**src/rtl/dot4_accum.sv**
```systemverilog
// Streaming signed dot-product engine: registered 4-bit operand pairs feed a
// Baugh-Wooley multiplier, and products are accumulated into LEN-pair sums.

module mult4x4 (
  input  logic [3:0] A,
  input  logic [3:0] B,
  output logic [7:0] Product
);

  logic pp;

  // Baugh-Wooley: sign-row/column partial products inverted, 2^4 + 2^7 correction.
  always_comb begin
    Product = 8'h90;
    pp      = 1'b0;
    for (int unsigned i = 0; i < 4; i++) begin
      for (int unsigned j = 0; j < 4; j++) begin
        pp = A[j] & B[i];
        if ((i == 3) != (j == 3)) pp = ~pp;
        Product = Product + (8'({7'b0, pp}) << (i + j));
      end
    end
  end

endmodule

module dot4_accum #(
  parameter int LEN   = 4,
  parameter int ACC_W = 12
) (
  input  logic             clk,
  input  logic             rst_n,
  input  logic             clear,
  input  logic             in_valid,
  output logic             in_ready,
  input  logic [3:0]       InA,
  input  logic [3:0]       InB,
  output logic             out_valid,
  input  logic             out_ready,
  output logic [ACC_W-1:0] DotOut
);

  localparam int CNT_W = (LEN > 1) ? $clog2(LEN) : 1;
  localparam logic [CNT_W-1:0] LAST = CNT_W'(LEN - 1);

  logic [3:0]       opA_q, opB_q;
  logic             s1_valid;
  logic [CNT_W-1:0] cnt;
  logic [ACC_W-1:0] acc;
  logic [7:0]       product;
  logic [ACC_W-1:0] prod_ext;
  logic [ACC_W-1:0] sum;
  logic             s1_last, stall, accept, advance, complete;

  mult4x4 u_mult (
    .A       (opA_q),
    .B       (opB_q),
    .Product (product)
  );

  assign prod_ext = ACC_W'($signed(product));
  assign sum      = acc + prod_ext;
  assign s1_last  = (cnt == LAST);
  assign stall    = s1_valid && s1_last && out_valid && !out_ready;
  assign in_ready = !stall && !clear;
  assign accept   = in_valid && in_ready;
  assign advance  = s1_valid && !stall && !clear;
  assign complete = advance && s1_last;

  always_ff @(posedge clk or negedge rst_n) begin
    if (!rst_n) begin
      opA_q    <= '0;
      opB_q    <= '0;
      s1_valid <= 1'b0;
      acc      <= '0;
      cnt      <= '0;
    end else if (clear) begin
      s1_valid <= 1'b0;
      acc      <= '0;
      cnt      <= '0;
    end else begin
      if (accept) begin
        opA_q    <= InA;
        opB_q    <= InB;
        s1_valid <= 1'b1;
      end else if (advance) begin
        s1_valid <= 1'b0;
      end
      if (advance) begin
        if (s1_last) begin
          acc <= '0;
          cnt <= '0;
        end else begin
          acc <= sum;
          cnt <= cnt + 1'b1;
        end
      end
    end
  end

  // A completion load wins over a same-edge handshake, keeping out_valid set.
  always_ff @(posedge clk or negedge rst_n) begin
    if (!rst_n) begin
      out_valid <= 1'b0;
      DotOut    <= '0;
    end else if (complete) begin
      out_valid <= 1'b1;
      DotOut    <= sum;
    end else if (out_valid && out_ready) begin
      out_valid <= 1'b0;
    end
  end

endmodule

```
**config.mk**
```make
export PLATFORM = sky130hd
export DESIGN_NAME = dot4_accum
export DESIGN_NICKNAME = d
export VERILOG_FILES = /design/src/rtl/dot4_accum.sv
export SDC_FILE = /design/constraint.sdc
export NUM_CORES = 1
export LEC_CHECK = 0
export BUFFER_PORTS_ARGS = -buffer_cell sky130_fd_sc_hd__buf_2
export CAP_MARGIN = 20
export CORE_ASPECT_RATIO = 0.8
export CORE_MARGIN = 4
export CORE_UTILIZATION = 50
export DETAILED_ROUTE_END_ITERATION = 12
export PLACE_DENSITY = 0.7
export SLEW_MARGIN = 20
export SYNTH_ARGS = -nofsm -noshare
export SYNTH_HDL_FRONTEND = slang
export SYNTH_SLANG_ARGS = --single-unit
```
**constraint.sdc**
```tcl
create_clock -name clk -period 5 [get_ports clk]
set_input_delay 0.75 -clock clk [delete_from_list [all_inputs] [get_ports clk]]
set_output_delay 0.75 -clock clk [all_outputs]
set_load 0.02 [all_outputs]
```
==> Yosys cells after proc, flatten, opt, wreduce, memory -nomap -nowiden <==
Cells that the tools add are included.
{ "totals": {"reg_bits": 36, "input_bits": 13, "output_inout_bits": 14} }
{ "classes": {"add_sub_neg": 18, "eq_ne": 1, "n_mux": 11, "bitwise_logic": 23, "reduce_logical": 16} }
{ "op_table": {"columns": ["cell", "n"], "rows": [
  ["$mux W12", 3],
  ["$add A8 B4 Y8", 4],
  ["$add A8 B3 Y8", 3],
  ["$add A8 B5 Y8", 3],
  ["$add A8 B2 Y8", 2],
  ["$add A8 B6 Y8", 2],
  ["$and A1 B1 Y1", 16],
  ["$add A12 B12 Y12", 1],
  ["$logic_and A1 B1 Y1", 9],
  ["$add A8 B1 Y8 const A", 1],
  ["$add A8 B7 Y8", 1],
  ["$not A1 Y1", 7],
  ["$mux W2", 3],
  ["$mux W1", 5],
  ["$reduce_bool A2 Y1", 2],
  ["$logic_not A1 Y1", 3],
  ["$reduce_bool A3 Y1", 1],
  ["$add A2 B1 Y2 const B", 1],
  ["$eq A2 B2 Y1 const B", 1],
  ["$reduce_and A2 Y1", 1]
]} }

==> Longest topological paths before layout <==
{ "logic_depth": {"ltp_word": 21, "ltp_mapped": 17, "ltp_nobuf": 17} }

==> Modules after synthesis <==
A second synthesis with hierarchy kept.
{ "hier_totals": {"cells_unflattened": 219, "hier_area_um2": 2327.2} }
{ "modules_own_cells": {"columns": ["module", "n_inst", "cells_per_inst", "area_per_inst_um2", "seq_area_each_um2"], "rows": [
  ["dot4_accum", 1, 175, 1944.4, 900.9],
  ["mult4x4", 1, 44, 382.9, 0.0]
]} }

==> Least setup slack after synthesis <==
No wires, ideal clock.
{ "synth_timing": {"kind": "reg2reg", "start": "register opB_q[2]", "end": "register DotOut[10]", "t_arrival_ns": 4.192, "required_ns": 4.872, "slack_ns": 0.680, "stages_incl_launch_ff": 17, "n_path_buf": 0, "path_cell_list": "dfrtp_1 and2_1 fa_1 inv_1 fa_1 inv_1 ha_1 fa_1 a21o_1 a21oi_1 xor2_2 ha_1 nand2_1 nand2_1 a2111oi_2 mux2i_1 nand3_1"} }
{ "synth_via": {"elab_chain_len": 10, "word_cells_on_any_way": 14} }
{ "synth_lines": {"columns": ["item", "line", "rtl"], "rows": [
  ["from (decl)", "46", "logic [3:0] opA_q, opB_q;"],
  ["from (signal assigned)", "84", "opB_q <= InB;"],
  ["$and A1 B1 Y1", "18", "pp = A[j] & B[i];"],
  ["$add A8 B3 Y8", "20", "Product = Product + (8'({7'b0, pp}) << (i + j));"],
  ["$add A8 B4 Y8", "20", null],
  ["$add A8 B5 Y8", "20", null],
  ["$add A8 B6 Y8 (*)", "20", null],
  ["$add A8 B4 Y8 (*)", "20", null],
  ["$add A8 B5 Y8 (*)", "20", null],
  ["$add A8 B6 Y8 (*)", "20", null],
  ["$add A8 B7 Y8 (*)", "20", null],
  ["$add A12 B12 Y12 (*)", "62", "assign sum = acc + prod_ext;"],
  ["to (signal assigned)", "108", "DotOut <= sum;"],
  ["to (decl)", "40", "output logic [ACC_W-1:0] DotOut"]
]} }
Mark *: on every way between the ends. The rest lies on a longest branch, timed or not.
A chain may end at the register's enable or synchronous reset.

==> Final worst setup path <==
Ends and elaborated chain as after synthesis.

==> flow_summary_export.csv <==
group,metric,value,unit
cells_and_area,multiInputGateArea,0.00137,mm2
synth,yosys_register_bits,36,
floorplanning,start_util,0.537,
global_routing,globalRouteTotalUtil,0.165,
route,vias_per_cell,5.36,
setup_path,worst-endpoint-required,5.18,ns
setup_path,worst_path_max_delay_cell,"fa_1",
setup_path,cp_slowest_stage_delay,0.53,ns
power,sw_frac_of_total,0.452,
setup_path,crit_path_start_kind,"flip-flop",
global_routing,routing_usage_on_met3,0.0404,
place,port-buffer-count,26,
min_path,number_of_cells_on_the_worst_hold_path,2,
route,num_vias,1715,
global_routing,number_of_global_route_vias_before_repair,1599,
clocking,cts_inserted_buffers,5,
clocking,cts_tree,"done",
floorplanning,fp.coreArea,0.00436,mm2
timing,setup-tns-final,0,ns
floorplanning,die_area,0.00585,mm2
timing,fin_worst_skew,0.00595,ns
timing,maxSlewHeadroom,0.471,
cells_and_area,final-seq-area,901,um2
synth,seq_area_frac_synth,0.385,
power,power.combinational.fraction,0.614,
floorplanning,ios,27,
floorplanning,die_h,69.2,um
timing,worstMarginPinSlew,0.793,ns
global_routing,grt_max_degree,37,
route,routed_length_per_placed_instance,14.4,um
global_routing,grt-busiest-layer,"met1",
cells_and_area,drive_above_1_share,0.198,
route,drt_drc_violations_left,0,
setup_path,worst-setup-path-type,"reg -> reg",
timing,timing.final.setup_violations,0,
floorplanning,placementRows,21,
route,detailedRoute.firstPassIterationCount,5,
route,drt_iter0_drc,50,
place,total_cell_area_at_the_placement_stage,0.00253,mm2
power,power.density_cell_area,579,mW/mm2
clocking,post_cts_setup_buffers,0,
clocking,clock_latency,0.29,ns
synth,synth_warnings,0,
clocking,post_cts_resized,0,
power,max-vdd-ir-drop,351,uV
timing,slew_violations,0,
global_routing,antenna_found_initial,0,
setup_path,worstRegToRegCells,16,
synth,syn_avg_cell_area,10.0,um2
clocking,cts.sinks,36,
synth,syn_nets,276,
cells_and_area,areaGrowthSynthToFinish,11.6,%
setup_path,critical_path.most_common_cell,"fa_1",
synth,synth.distinct_cells,37,
setup_path,worst-path-max-fanout,6,
timing,fin_crit_sh,0.925,
global_routing,grt_pass1_wl,7710,um
cells_and_area,fillCellCount,400,
place,gp_congestion,0.912,
setup_path,timing.critical_path.to_type,"flip-flop",
timing,finalCriticalPeriod,4.62,ns
power,power_frac_seq,0.248,
power,power_report.internal_total,830,uW
clocking,path_clk_slew,0.08,ns
place,post-dp-hpwl,3480,um
cells_and_area,final_util,0.600,
global_routing,grt_util_met1,0.249,
global_routing,overflow_left_after_global_routing,0,
timing,hold_viol_final,0,
clocking,ctsRootBufferMaster,"clkbuf_8",
flow_run,timing.max_cap.violations,0,
global_routing,globalRouteMet2Util,0.228,
timing,max_freq,216,MHz
clocking,clock_tree.htree_level_count,2,
clocking,post_cts_hold_buffer_count,0,
power,p_leak,0.00131,uW
cells_and_area,antenna_cells,0,
synth,post_synth_instance_area,0.00234,mm2
clocking,ctsLongestPathBuffers,2,
route,total_wirelength,4600,um
timing,grt_setup_unrepaired,"false",
power,switching_power,685,uW
cells_and_area,finalInstanceArea,0.00262,mm2
status,outcome,"complete, no violations",
route,antenna_left,0,
setup_path,cell_chain_critical_path,"and2_1 > fa_1 > inv_1 > fa_1 > inv_1 > ha_1 > fa_1 > a21o_1 > a21oi_1 > xor2_2 > ha_1 > nand2_1 > nand2_1 > a2111oi_2 > mux2i_1 > nand3_1",
power,clkPwrFrac,0.138,
min_path,worstHoldPathType,"reg -> reg",
synth,postSynthCellCount,234,
cells_and_area,final_stage_net_count,304,
setup_path,timing.critical_path.arrival,4.80,ns
floorplanning,chipWidth,84.5,um
==> metal layers <==
layer | share of wire | vias to the layer above
met5 | 0 | -
met4 | 0.013 | 0
met3 | 0.050 | 5
met2 | 0.44 | 42
met1 | 0.50 | 805
li1 | - | 863
==> critical path: cells and delay by family, from the launching register on <==
| family | cells | cell delay, ns |
|---|---|---|
| AND/OR/NAND/NOR | 4 | 0.42 |
| flip-flops | 1 | 0.42 |
| multiplexers | 1 | 0.24 |
| AO/OA/AOI/OAI | 3 | 0.89 |
| adder cells (fa/ha/maj) | 5 | 2.06 |
| buffers and inverters | 2 | 0.10 |
| XOR/XNOR | 1 | 0.38 |
==> cells in the final DEF (no fill, tap or decap), types with 2 or more instances in the layout <==
| cell | Yosys | layout |
|---|---|---|
| nand2_1 | 46 | 46 |
| dfrtp_1 | 36 | 36 |
| buf_2 | 1 | 26 |
| ha_1 | 23 | 23 |
| inv_1 | 13 | 13 |
| a21oi_1 | 11 | 11 |
| and2_1 | 10 | 10 |
| mux2_2 | 10 | 10 |
| o21ai_0 | 9 | 9 |
| xnor2_1 | 7 | 7 |
| nor2_1 | 7 | 7 |
| a22o_1 | 7 | 7 |
| o21ai_1 | 6 | 6 |
| fa_1 | 6 | 6 |
| clkbuf_8 | 0 | 5 |
| xor2_1 | 4 | 4 |
| nor2b_1 | 4 | 4 |
| a21o_1 | 3 | 3 |
| mux2i_1 | 3 | 3 |
| xor2_2 | 2 | 2 |
| a31oi_1 | 2 | 2 |
| nor3_1 | 2 | 2 |
| nand2b_1 | 2 | 2 |
| nand3_1 | 2 | 2 |
| clkinv_2 | 0 | 2 |
==> flip-flops by register name, summed over array words and instances (netlist names) <==
register and cells:
s1_valid 1, out_valid 1, DotOut 12, cnt 2, opA_q 4, acc 12
opB_q 4
==> worst paths after layout <==
check | to | slack, ns | startpoint
max | DotOut[10] | 0.38 | opB_q[2]
min | DotOut[5] | 0.47 | DotOut[5]
max reg2reg | DotOut[10] | 0.38 | opB_q[2]
min in group asynchronous | DotOut[4] | 0.54 | rst_n
max in group asynchronous | acc[5] | 3.96 | rst_n
min reg2reg | DotOut[5] | 0.47 | DotOut[5]
==> kinds of logic (layout without fill, tap and decap cells) <==
logic type               count (synthesis)  after routing  synth area share
AO/OA/AOI/OAI                           49             49             0.151
XOR/XNOR                                13             13            0.0550
adder cells (fa/ha/maj)                 29             29             0.174
buffers and inverters                   19             48            0.0310
flip-flops                              36             36             0.385
multiplexers                            13             13            0.0609
AND/OR/NAND/NOR                         75             75             0.143
==> area by class of cell <==
cell class	count	area share
Clock inverter	3	0.00718
Clock buffer	5	0.0263
Tap cell	57	0.0273
Sequential cell	36	0.344
Inverter	13	0.0187
Timing Repair Buffer	27	0.0526
Multi-Input combinational cell	179	0.523
==> stage by stage <==
| step | total power (uW) | setup slack, ns | instances | hold slack [ns] |
|---|---|---|---|---|
| 2_1_floorplan | 1130 | 0.680 | 234 | 0.454 |
| 3_3_place_gp | 1290 | 0.489 | 312 | 0.453 |
| 3_5_place_dp | 1310 | 0.379 | 312 | 0.459 |
| 4_1_cts | 1520 | 0.345 | 320 | 0.478 |
| 5_1_grt | 1650 | 0.0424 | 320 | 0.511 |
| 6_report | 1520 | 0.377 | 320 | 0.473 |
==> power by group through the flow <==
stage	Sequential (uW)	Combinational (uW)	Clock, uW
detailed placement	381	924	0
global placement	380	911	0
global route	383	1040	231
floorplan	378	756	0
CTS	376	930	216
finish	376	930	209
==> cell usage after synthesis <==
cell type,instances,area (um2)
nand2b_1,2,12.5
mux2_2,10,113
dfrtp_1,36,901
mux2i_1,3,30.0
and2_1,10,62.6
a21o_1,3,22.5
a31oi_4,1,21.3
o22ai_1,1,6.26
o21bai_1,1,7.51
a2111oi_4,1,27.5
ha_1,23,288
o21ai_2,1,8.76
xnor2_1,7,61.3
nor3_2,1,10.0
nand3_1,2,10.0
nor2_1,7,26.3
clkbuf_1,5,18.8
o21ai_0,9,45.0
a211oi_1,1,7.51
a22o_1,7,61.3
a31oi_1,2,12.5
fa_1,6,120
o21ai_1,6,30.0
nand2_1,46,173
or3_1,1,6.26
a21boi_0,1,7.51
a2111oi_2,1,15.0
xor2_1,4,35.0
inv_1,13,48.8
buf_2,1,5.00
o41ai_1,1,8.76
a222oi_1,1,10.0
xor2_2,2,32.5
a21oi_1,11,55.1
nor2b_1,4,25.0
o211ai_1,1,7.51
nor3_1,2,10.0
Note: power is estimated with default switching activity, not from simulation.
